## config.mk

```make
export PLATFORM = sky130hd
export DESIGN_NAME = model_ann_controller_h_receiver_flat
export DESIGN_NICKNAME = d
export VERILOG_FILES = /design/src/rtl/model_ann_controller_h_receiver_if.sv /design/src/rtl/model_ann_controller_h_receiver.sv /design/src/flat_wrapper.sv
export SDC_FILE = /design/constraint.sdc
export NUM_CORES = 1
export LEC_CHECK = 0
export ABC_AREA = 1
export CAP_MARGIN = 20
export CORE_MARGIN = 2
export CORE_UTILIZATION = 54
export DETAILED_ROUTE_END_ITERATION = 6
export GPL_TIMING_DRIVEN = 1
export PLACE_DENSITY = 0.76
export RECOVER_POWER = 100
export SYNTH_ARGS = -nofsm -noshare
export SYNTH_HDL_FRONTEND = slang
export SYNTH_SLANG_ARGS = --single-unit
```

## constraint.sdc

```tcl
create_clock -name CLK -period 6.8 [get_ports CLK]
set_input_delay 1.36 -clock CLK [delete_from_list [all_inputs] [get_ports CLK]]
set_output_delay 1.36 -clock CLK [all_outputs]
set_load 0.01 [all_outputs]
```

## src/rtl/model_ann_controller_h_receiver_if.sv

```systemverilog
// Element-serial H-vector link: controller-side input stream, START/READY control,
// and the valid/ready replay stream towards the read/write heads.
interface model_ann_controller_h_receiver_if #(
    parameter int DATA_SIZE    = 64,
    parameter int CONTROL_SIZE = 4
);
    logic                    START;
    logic                    READY;
    logic [CONTROL_SIZE-1:0] SIZE_L_IN;
    logic                    H_ENABLE;
    logic                    H_IN_ENABLE;
    logic [DATA_SIZE-1:0]    H_IN;
    logic                    DATA_OUT_ENABLE;
    logic                    DATA_OUT_READY;
    logic [DATA_SIZE-1:0]    DATA_OUT;
    logic [CONTROL_SIZE-1:0] DATA_OUT_INDEX;

    // Driving side: controller plus downstream consumer.
    modport master (
        output START,
        output SIZE_L_IN,
        output H_IN_ENABLE,
        output H_IN,
        output DATA_OUT_READY,
        input  READY,
        input  H_ENABLE,
        input  DATA_OUT_ENABLE,
        input  DATA_OUT,
        input  DATA_OUT_INDEX
    );

    // The receiver itself.
    modport slave (
        input  START,
        input  SIZE_L_IN,
        input  H_IN_ENABLE,
        input  H_IN,
        input  DATA_OUT_READY,
        output READY,
        output H_ENABLE,
        output DATA_OUT_ENABLE,
        output DATA_OUT,
        output DATA_OUT_INDEX
    );
endinterface

```

## src/rtl/model_ann_controller_h_receiver.sv

```systemverilog
// Buffers one H vector arriving element-serially from the ANN controller, then
// replays it in order under valid/ready and pulses READY when fully delivered.
module model_ann_controller_h_receiver #(
    parameter int DATA_SIZE    = 64,
    parameter int CONTROL_SIZE = 4,
    parameter int MAX_L_IN     = 8
) (
    input  logic CLK,
    input  logic RST,
    model_ann_controller_h_receiver_if.slave bus
);
    localparam int ADDR_W = (MAX_L_IN > 1) ? $clog2(MAX_L_IN) : 1;
    localparam logic [CONTROL_SIZE-1:0] MAX_LEN = CONTROL_SIZE'(MAX_L_IN);
    localparam logic [CONTROL_SIZE-1:0] ONE     = CONTROL_SIZE'(1);

    // Counter and length share CONTROL_SIZE bits, so the depth must leave headroom.
    generate
        if (MAX_L_IN < 1 || MAX_L_IN > (2 ** CONTROL_SIZE) - 1) begin : g_bad_depth
            $error("MAX_L_IN must lie in 1 .. 2**CONTROL_SIZE-1");
        end
    endgenerate

    typedef enum logic [1:0] {
        STARTER,
        INPUT_STATE,
        OUTPUT_STATE
    } state_t;

    state_t                  state_q, state_d;
    logic [CONTROL_SIZE-1:0] counter_q, counter_d;
    logic [CONTROL_SIZE-1:0] len_q, len_d;
    logic                    ready_q, ready_d;
    logic                    h_enable_q, h_enable_d;
    logic                    data_out_enable_q, data_out_enable_d;
    logic [DATA_SIZE-1:0]    data_out_q, data_out_d;
    logic [CONTROL_SIZE-1:0] data_out_index_q, data_out_index_d;

    logic [DATA_SIZE-1:0]    h_mem [MAX_L_IN];
    logic                    wr_en;
    logic [ADDR_W-1:0]       wr_addr;
    logic [ADDR_W-1:0]       rd_addr;
    logic [DATA_SIZE-1:0]    rd_data;
    logic [CONTROL_SIZE-1:0] next_count;
    logic [CONTROL_SIZE-1:0] size_clamped;
    logic                    last_elem;

    assign next_count   = counter_q + ONE;
    assign last_elem    = (counter_q == (len_q - ONE));
    assign size_clamped = (bus.SIZE_L_IN > MAX_LEN) ? MAX_LEN : bus.SIZE_L_IN;

    assign wr_en   = (state_q == INPUT_STATE) && bus.H_IN_ENABLE;
    assign wr_addr = counter_q[ADDR_W-1:0];
    // Output state pre-fetches the element after the current one; the input->output
    // transition fetches element 0.
    assign rd_addr = (state_q == OUTPUT_STATE) ? next_count[ADDR_W-1:0] : '0;
    // A one-element vector reads slot 0 in the same cycle it is written.
    assign rd_data = (wr_en && (wr_addr == rd_addr)) ? bus.H_IN : h_mem[rd_addr];

    always_ff @(posedge CLK) begin
        if (wr_en) begin
            h_mem[wr_addr] <= bus.H_IN;
        end
    end

    always_comb begin
        state_d           = state_q;
        counter_d         = counter_q;
        len_d             = len_q;
        ready_d           = 1'b0;
        h_enable_d        = h_enable_q;
        data_out_enable_d = data_out_enable_q;
        data_out_d        = data_out_q;
        data_out_index_d  = data_out_index_q;

        case (state_q)
            STARTER: begin
                h_enable_d        = 1'b0;
                data_out_enable_d = 1'b0;
                if (bus.START) begin
                    len_d     = size_clamped;
                    counter_d = '0;
                    if (size_clamped == '0) begin
                        ready_d = 1'b1;
                    end else begin
                        state_d    = INPUT_STATE;
                        h_enable_d = 1'b1;
                    end
                end
            end

            INPUT_STATE: begin
                if (bus.H_IN_ENABLE) begin
                    if (last_elem) begin
                        state_d           = OUTPUT_STATE;
                        counter_d         = '0;
                        h_enable_d        = 1'b0;
                        data_out_enable_d = 1'b1;
                        data_out_d        = rd_data;
                        data_out_index_d  = '0;
                    end else begin
                        counter_d = next_count;
                    end
                end
            end

            OUTPUT_STATE: begin
                if (bus.DATA_OUT_READY) begin
                    if (last_elem) begin
                        state_d           = STARTER;
                        counter_d         = '0;
                        data_out_enable_d = 1'b0;
                        ready_d           = 1'b1;
                    end else begin
                        counter_d        = next_count;
                        data_out_d       = rd_data;
                        data_out_index_d = next_count;
                    end
                end
            end

            default: begin
                state_d           = STARTER;
                h_enable_d        = 1'b0;
                data_out_enable_d = 1'b0;
            end
        endcase
    end

    always_ff @(posedge CLK) begin
        if (RST) begin
            state_q           <= STARTER;
            counter_q         <= '0;
            len_q             <= '0;
            ready_q           <= 1'b0;
            h_enable_q        <= 1'b0;
            data_out_enable_q <= 1'b0;
            data_out_q        <= '0;
            data_out_index_q  <= '0;
        end else begin
            state_q           <= state_d;
            counter_q         <= counter_d;
            len_q             <= len_d;
            ready_q           <= ready_d;
            h_enable_q        <= h_enable_d;
            data_out_enable_q <= data_out_enable_d;
            data_out_q        <= data_out_d;
            data_out_index_q  <= data_out_index_d;
        end
    end

    assign bus.READY           = ready_q;
    assign bus.H_ENABLE        = h_enable_q;
    assign bus.DATA_OUT_ENABLE = data_out_enable_q;
    assign bus.DATA_OUT        = data_out_q;
    assign bus.DATA_OUT_INDEX  = data_out_index_q;
endmodule
```

## src/flat_wrapper.sv

```systemverilog
// flat-port wrapper written by rule: the top's interface ports become plain ports
module model_ann_controller_h_receiver_flat 
#(
    parameter int DATA_SIZE    = 64,
    parameter int CONTROL_SIZE = 4,
    parameter int MAX_L_IN     = 8
)
  (CLK, RST, bus_START, bus_SIZE_L_IN, bus_H_IN_ENABLE, bus_H_IN, bus_DATA_OUT_READY, bus_READY, bus_H_ENABLE, bus_DATA_OUT_ENABLE, bus_DATA_OUT, bus_DATA_OUT_INDEX);
  model_ann_controller_h_receiver_if #(.DATA_SIZE(DATA_SIZE), .CONTROL_SIZE(CONTROL_SIZE)) bus_i ();
  input  logic CLK;
  input  logic RST;
  input wire logic [$bits(bus_i.START)-1:0] bus_START;
  input wire logic [$bits(bus_i.SIZE_L_IN)-1:0] bus_SIZE_L_IN;
  input wire logic [$bits(bus_i.H_IN_ENABLE)-1:0] bus_H_IN_ENABLE;
  input wire logic [$bits(bus_i.H_IN)-1:0] bus_H_IN;
  input wire logic [$bits(bus_i.DATA_OUT_READY)-1:0] bus_DATA_OUT_READY;
  output wire logic [$bits(bus_i.READY)-1:0] bus_READY;
  output wire logic [$bits(bus_i.H_ENABLE)-1:0] bus_H_ENABLE;
  output wire logic [$bits(bus_i.DATA_OUT_ENABLE)-1:0] bus_DATA_OUT_ENABLE;
  output wire logic [$bits(bus_i.DATA_OUT)-1:0] bus_DATA_OUT;
  output wire logic [$bits(bus_i.DATA_OUT_INDEX)-1:0] bus_DATA_OUT_INDEX;
  assign bus_i.START = bus_START;
  assign bus_i.SIZE_L_IN = bus_SIZE_L_IN;
  assign bus_i.H_IN_ENABLE = bus_H_IN_ENABLE;
  assign bus_i.H_IN = bus_H_IN;
  assign bus_i.DATA_OUT_READY = bus_DATA_OUT_READY;
  assign bus_READY = bus_i.READY;
  assign bus_H_ENABLE = bus_i.H_ENABLE;
  assign bus_DATA_OUT_ENABLE = bus_i.DATA_OUT_ENABLE;
  assign bus_DATA_OUT = bus_i.DATA_OUT;
  assign bus_DATA_OUT_INDEX = bus_i.DATA_OUT_INDEX;
  model_ann_controller_h_receiver #(.DATA_SIZE(DATA_SIZE), .CONTROL_SIZE(CONTROL_SIZE), .MAX_L_IN(MAX_L_IN)) u_core (.CLK(CLK), .RST(RST), .bus(bus_i));
endmodule
```

==> results.py <==
metrics = {
    "status": {
        "status": "finished, violations left",
        "violations": "capacitance limit, slew limit",
    },
    "setup_path": {
        "critPathLaunchType": "flop",
        "crit_arrival_ns": 5.33,
        "required_ns": 6.99,
        "rr_startpoint": "u_core.counter_q[0]$_SDFFE_PP0P_",
        "crit_type": "flop to flop",
        "r2r_cells": 3,
        "end_kind": "flop",
        "timing.rr.end": "u_core.h_mem[1][24]$_DFFE_PP_",
        "r2r_slack_ns": 1.66,
        "worst-path-max-fanout": 53,
    },
    "sta": {
        "finalHoldViolations": 0,
        "slew_headroom": -1.23,
        "max_clock_freq_ghz": 0.195,
        "fin_hold_ws_ns": 0.449,
        "finalCritPeriodShare": 0.756,
        "finClkSkew_ns": 0.0132,
        "period_minus_slack_ns": 5.14,
        "slew_viol_final": 523,
        "tightest_slew_ns": 3.34,
        "setup_violations": 0,
        "setup_tns_ns": 0,
        "rsz0062_at_grt": "false",
    },
    "synth": {
        "yosysUniqueCellTypes": 24,
        "synth_area_leaders": "edfxtp_1 (63%), nand2_1 (12%), dfxtp_1 (6.6%)",
        "syn-instance-count": 2358,
        "ys_warn_count": 0,
        "synth-seq-area-share": 0.694,
        "synth_area_um2": 24500,
        "netlist.area_leader.share": 0.628,
        "synth_top_area_cell": "edfxtp_1",
        "avgSynthCellArea_um2": 10.4,
        "syn-num-nets": 2437,
        "ys_seq_elements": 593,
    },
    "route": {
        "firstDrtPassIters": 6,
        "first_iter_violations": 1612,
        "postRouteAntennaNets": 0,
        "drc_errors": 0,
        "via_per_inst": 5.44,
        "wl_um": 56100,
        "vias": 16883,
        "wl_per_cell_um": 18.1,
    },
    "final_layout": {
        "seqCellArea_um2": 17000,
        "synthToLayoutAreaGrowth_pct": 15.2,
        "mostFrequentLayoutCell": "nand2_1",
        "drive_above_1_share": 0.0632,
        "num-nets-final": 2530,
        "final_cell_mix": "nand2_1 (782), edfxtp_1 (512), nor2_1 (322)",
        "multiInputGateArea_um2": 6700,
        "nFillCells": 3447,
    },
    "placed_design": {
        "routabilityCongestion": 0.796,
        "dp_hpwl_um": 28500,
        "port_buffers": 143,
    },
    "global_routing": {
        "grt_max_degree": 208,
        "grtUsageTotal": 0.237,
        "antenna_found_initial": 10,
        "overflow": 0,
        "grt_pass1_wl_um": 87200,
        "grt_pass1_vias": 16412,
    },
    "floorplan": {
        "die_h_um": 217,
        "die_area_um2": 47100,
        "ios": 144,
        "fp-row-count": 78,
        "core_um2": 45100,
        "start_util": 0.543,
        "die_x_um": 217,
    },
    "clock_tree": {
        "clkTransAtPathRegs_ns": 0.07,
        "cts_tree": "done",
        "cts.repair.resized": 0,
        "cts.root.buffer_cell": "clkbuf_16",
        "cts.sinks": 593,
        "htreeDepth": 2,
        "numCtsBuffers": 57,
        "clk_latency_ns": 0.61,
        "clock_path_buffers": 3,
        "post_cts_buffers": 0,
        "cts_hold_buf": 0,
    },
    "power_and_ir_drop": {
        "power_density_nw_per_um2": 360,
        "leakagePower_uw": 0.0108,
        "ir_drop_uv": 228,
    },
    "worst_hold_path": {
        "hold_end": "u_core.bus.H_ENABLE$_SDFFE_PP0P_",
        "min_path_cells": 2,
        "hp-start": "u_core.bus.H_ENABLE$_SDFFE_PP0P_",
        "hold_path_class": "flop to flop",
    },
    "job": {
        "cap_violations": 11,
    },
}
[sequential cells by signal (all words and copies together), names as in the netlist]
| signal | flops |
|---|---|
| u_core.bus.DATA_OUT | 64 |
| u_core.bus.DATA_OUT_ENABLE | 1 |
| u_core.bus.READY | 1 |
| u_core.bus.H_ENABLE | 1 |
| u_core.h_mem | 512 |
| u_core.len_q | 4 |
| u_core.counter_q | 4 |
| u_core.bus.DATA_OUT_INDEX | 4 |
| u_core.state_q | 2 |
[metrics by stage]
stage | area (µm²) | cells | util | worst slack (ns) | power [µW]
after floorplan | 24500 | 2358 | - | 0.314 | 6200
after detailed placement | 26400 | 2988 | 0.585 | 2.40 | 7210
after CTS | 28200 | 3096 | 0.625 | 2.92 | 10200
after global placement | 26400 | 2988 | 0.585 | 2.45 | 7140
after global routing | 28200 | 3101 | 0.626 | 1.37 | 10700
final | 28200 | 3103 | 0.626 | 1.66 | 10100
[layer usage]
metal | share of wire | up-vias | GRT usage
met1 | 0.41 | 8084 | 0.307
met3 | 0.077 | 109 | 0.0396
met2 | 0.49 | 628 | 0.407
met4 | 0.025 | 6 | 0.0842
met5 | 0.00061 | - | 0
li1 | - | 8056 | -
[kinds of logic after synthesis]
family                     count (synthesis)  synth area share
AOI/OAI and AO/OA                        151            0.0351
DFF                                      593             0.694
buffers and inverters                    206            0.0352
xor gates and xnor gates                   1          0.000358
and+or+nand+nor                         1401             0.232
adders and majority gates                  6           0.00306
[worst max-delay path, cell delays in order (launching register included)]
cell	delay, ns
dfxtp_1	1.50
nand3_1	0.54
nor2_1	1.18
clkbuf_2	1.49
[final cells by class]
class / instances / area share
flip-flops and latches: 593 / 0.602
inverters: 72 / 0.00976
diodes: 3 / 0.000266
multi-input cells: 1559 / 0.238
well taps: 600 / 0.0266
repair buffers: 168 / 0.0589
clock inverters: 30 / 0.00896
clock buffers: 78 / 0.0555
[power by group]
| part | internal (µW) | leakage, µW | switching, µW |
|---|---|---|---|
| clock network | 1730 | 0.000886 | 1320 |
| logic | 988 | 0.00468 | 1640 |
| registers | 4250 | 0.00527 | 220 |
[worst max-delay path by stage]
stage,start,to,cells past startpoint
6_report,u_core.counter_q[0]$_SDFFE_PP0P_,u_core.h_mem[1][24]$_DFFE_PP_,3
5_1_grt,u_core.counter_q[0]$_SDFFE_PP0P_,u_core.bus.DATA_OUT[18]$_SDFFE_PP0P_,13
3_3_place_gp,bus_H_IN_ENABLE,u_core.bus.DATA_OUT[43]$_SDFFE_PP0P_,14
4_1_cts,u_core.counter_q[0]$_SDFFE_PP0P_,u_core.bus.DATA_OUT[18]$_SDFFE_PP0P_,13
2_1_floorplan,bus_H_IN_ENABLE,u_core.h_mem[6][0]$_DFFE_PP_,4
3_5_place_dp,bus_H_IN_ENABLE,u_core.bus.DATA_OUT[19]$_SDFFE_PP0P_,14
[cells in the mapped netlist]
cell type  count
clkinv_1       1
or2_2         37
a211oi_1       2
edfxtp_1     512
nor2_2         2
nor3_1         2
nand3_1      238
nor2_1       326
ha_1           6
or2_0          9
nor2_4         1
o21ai_0       73
buf_1         25
clkbuf_1      51
xor2_1         1
a21oi_1       36
buf_2         51
nand2_1      785
inv_2          5
buf_4          7
o21bai_1      40
nand3b_1       1
dfxtp_1       81
inv_1         66
Power figures use the tool's default switching activity.
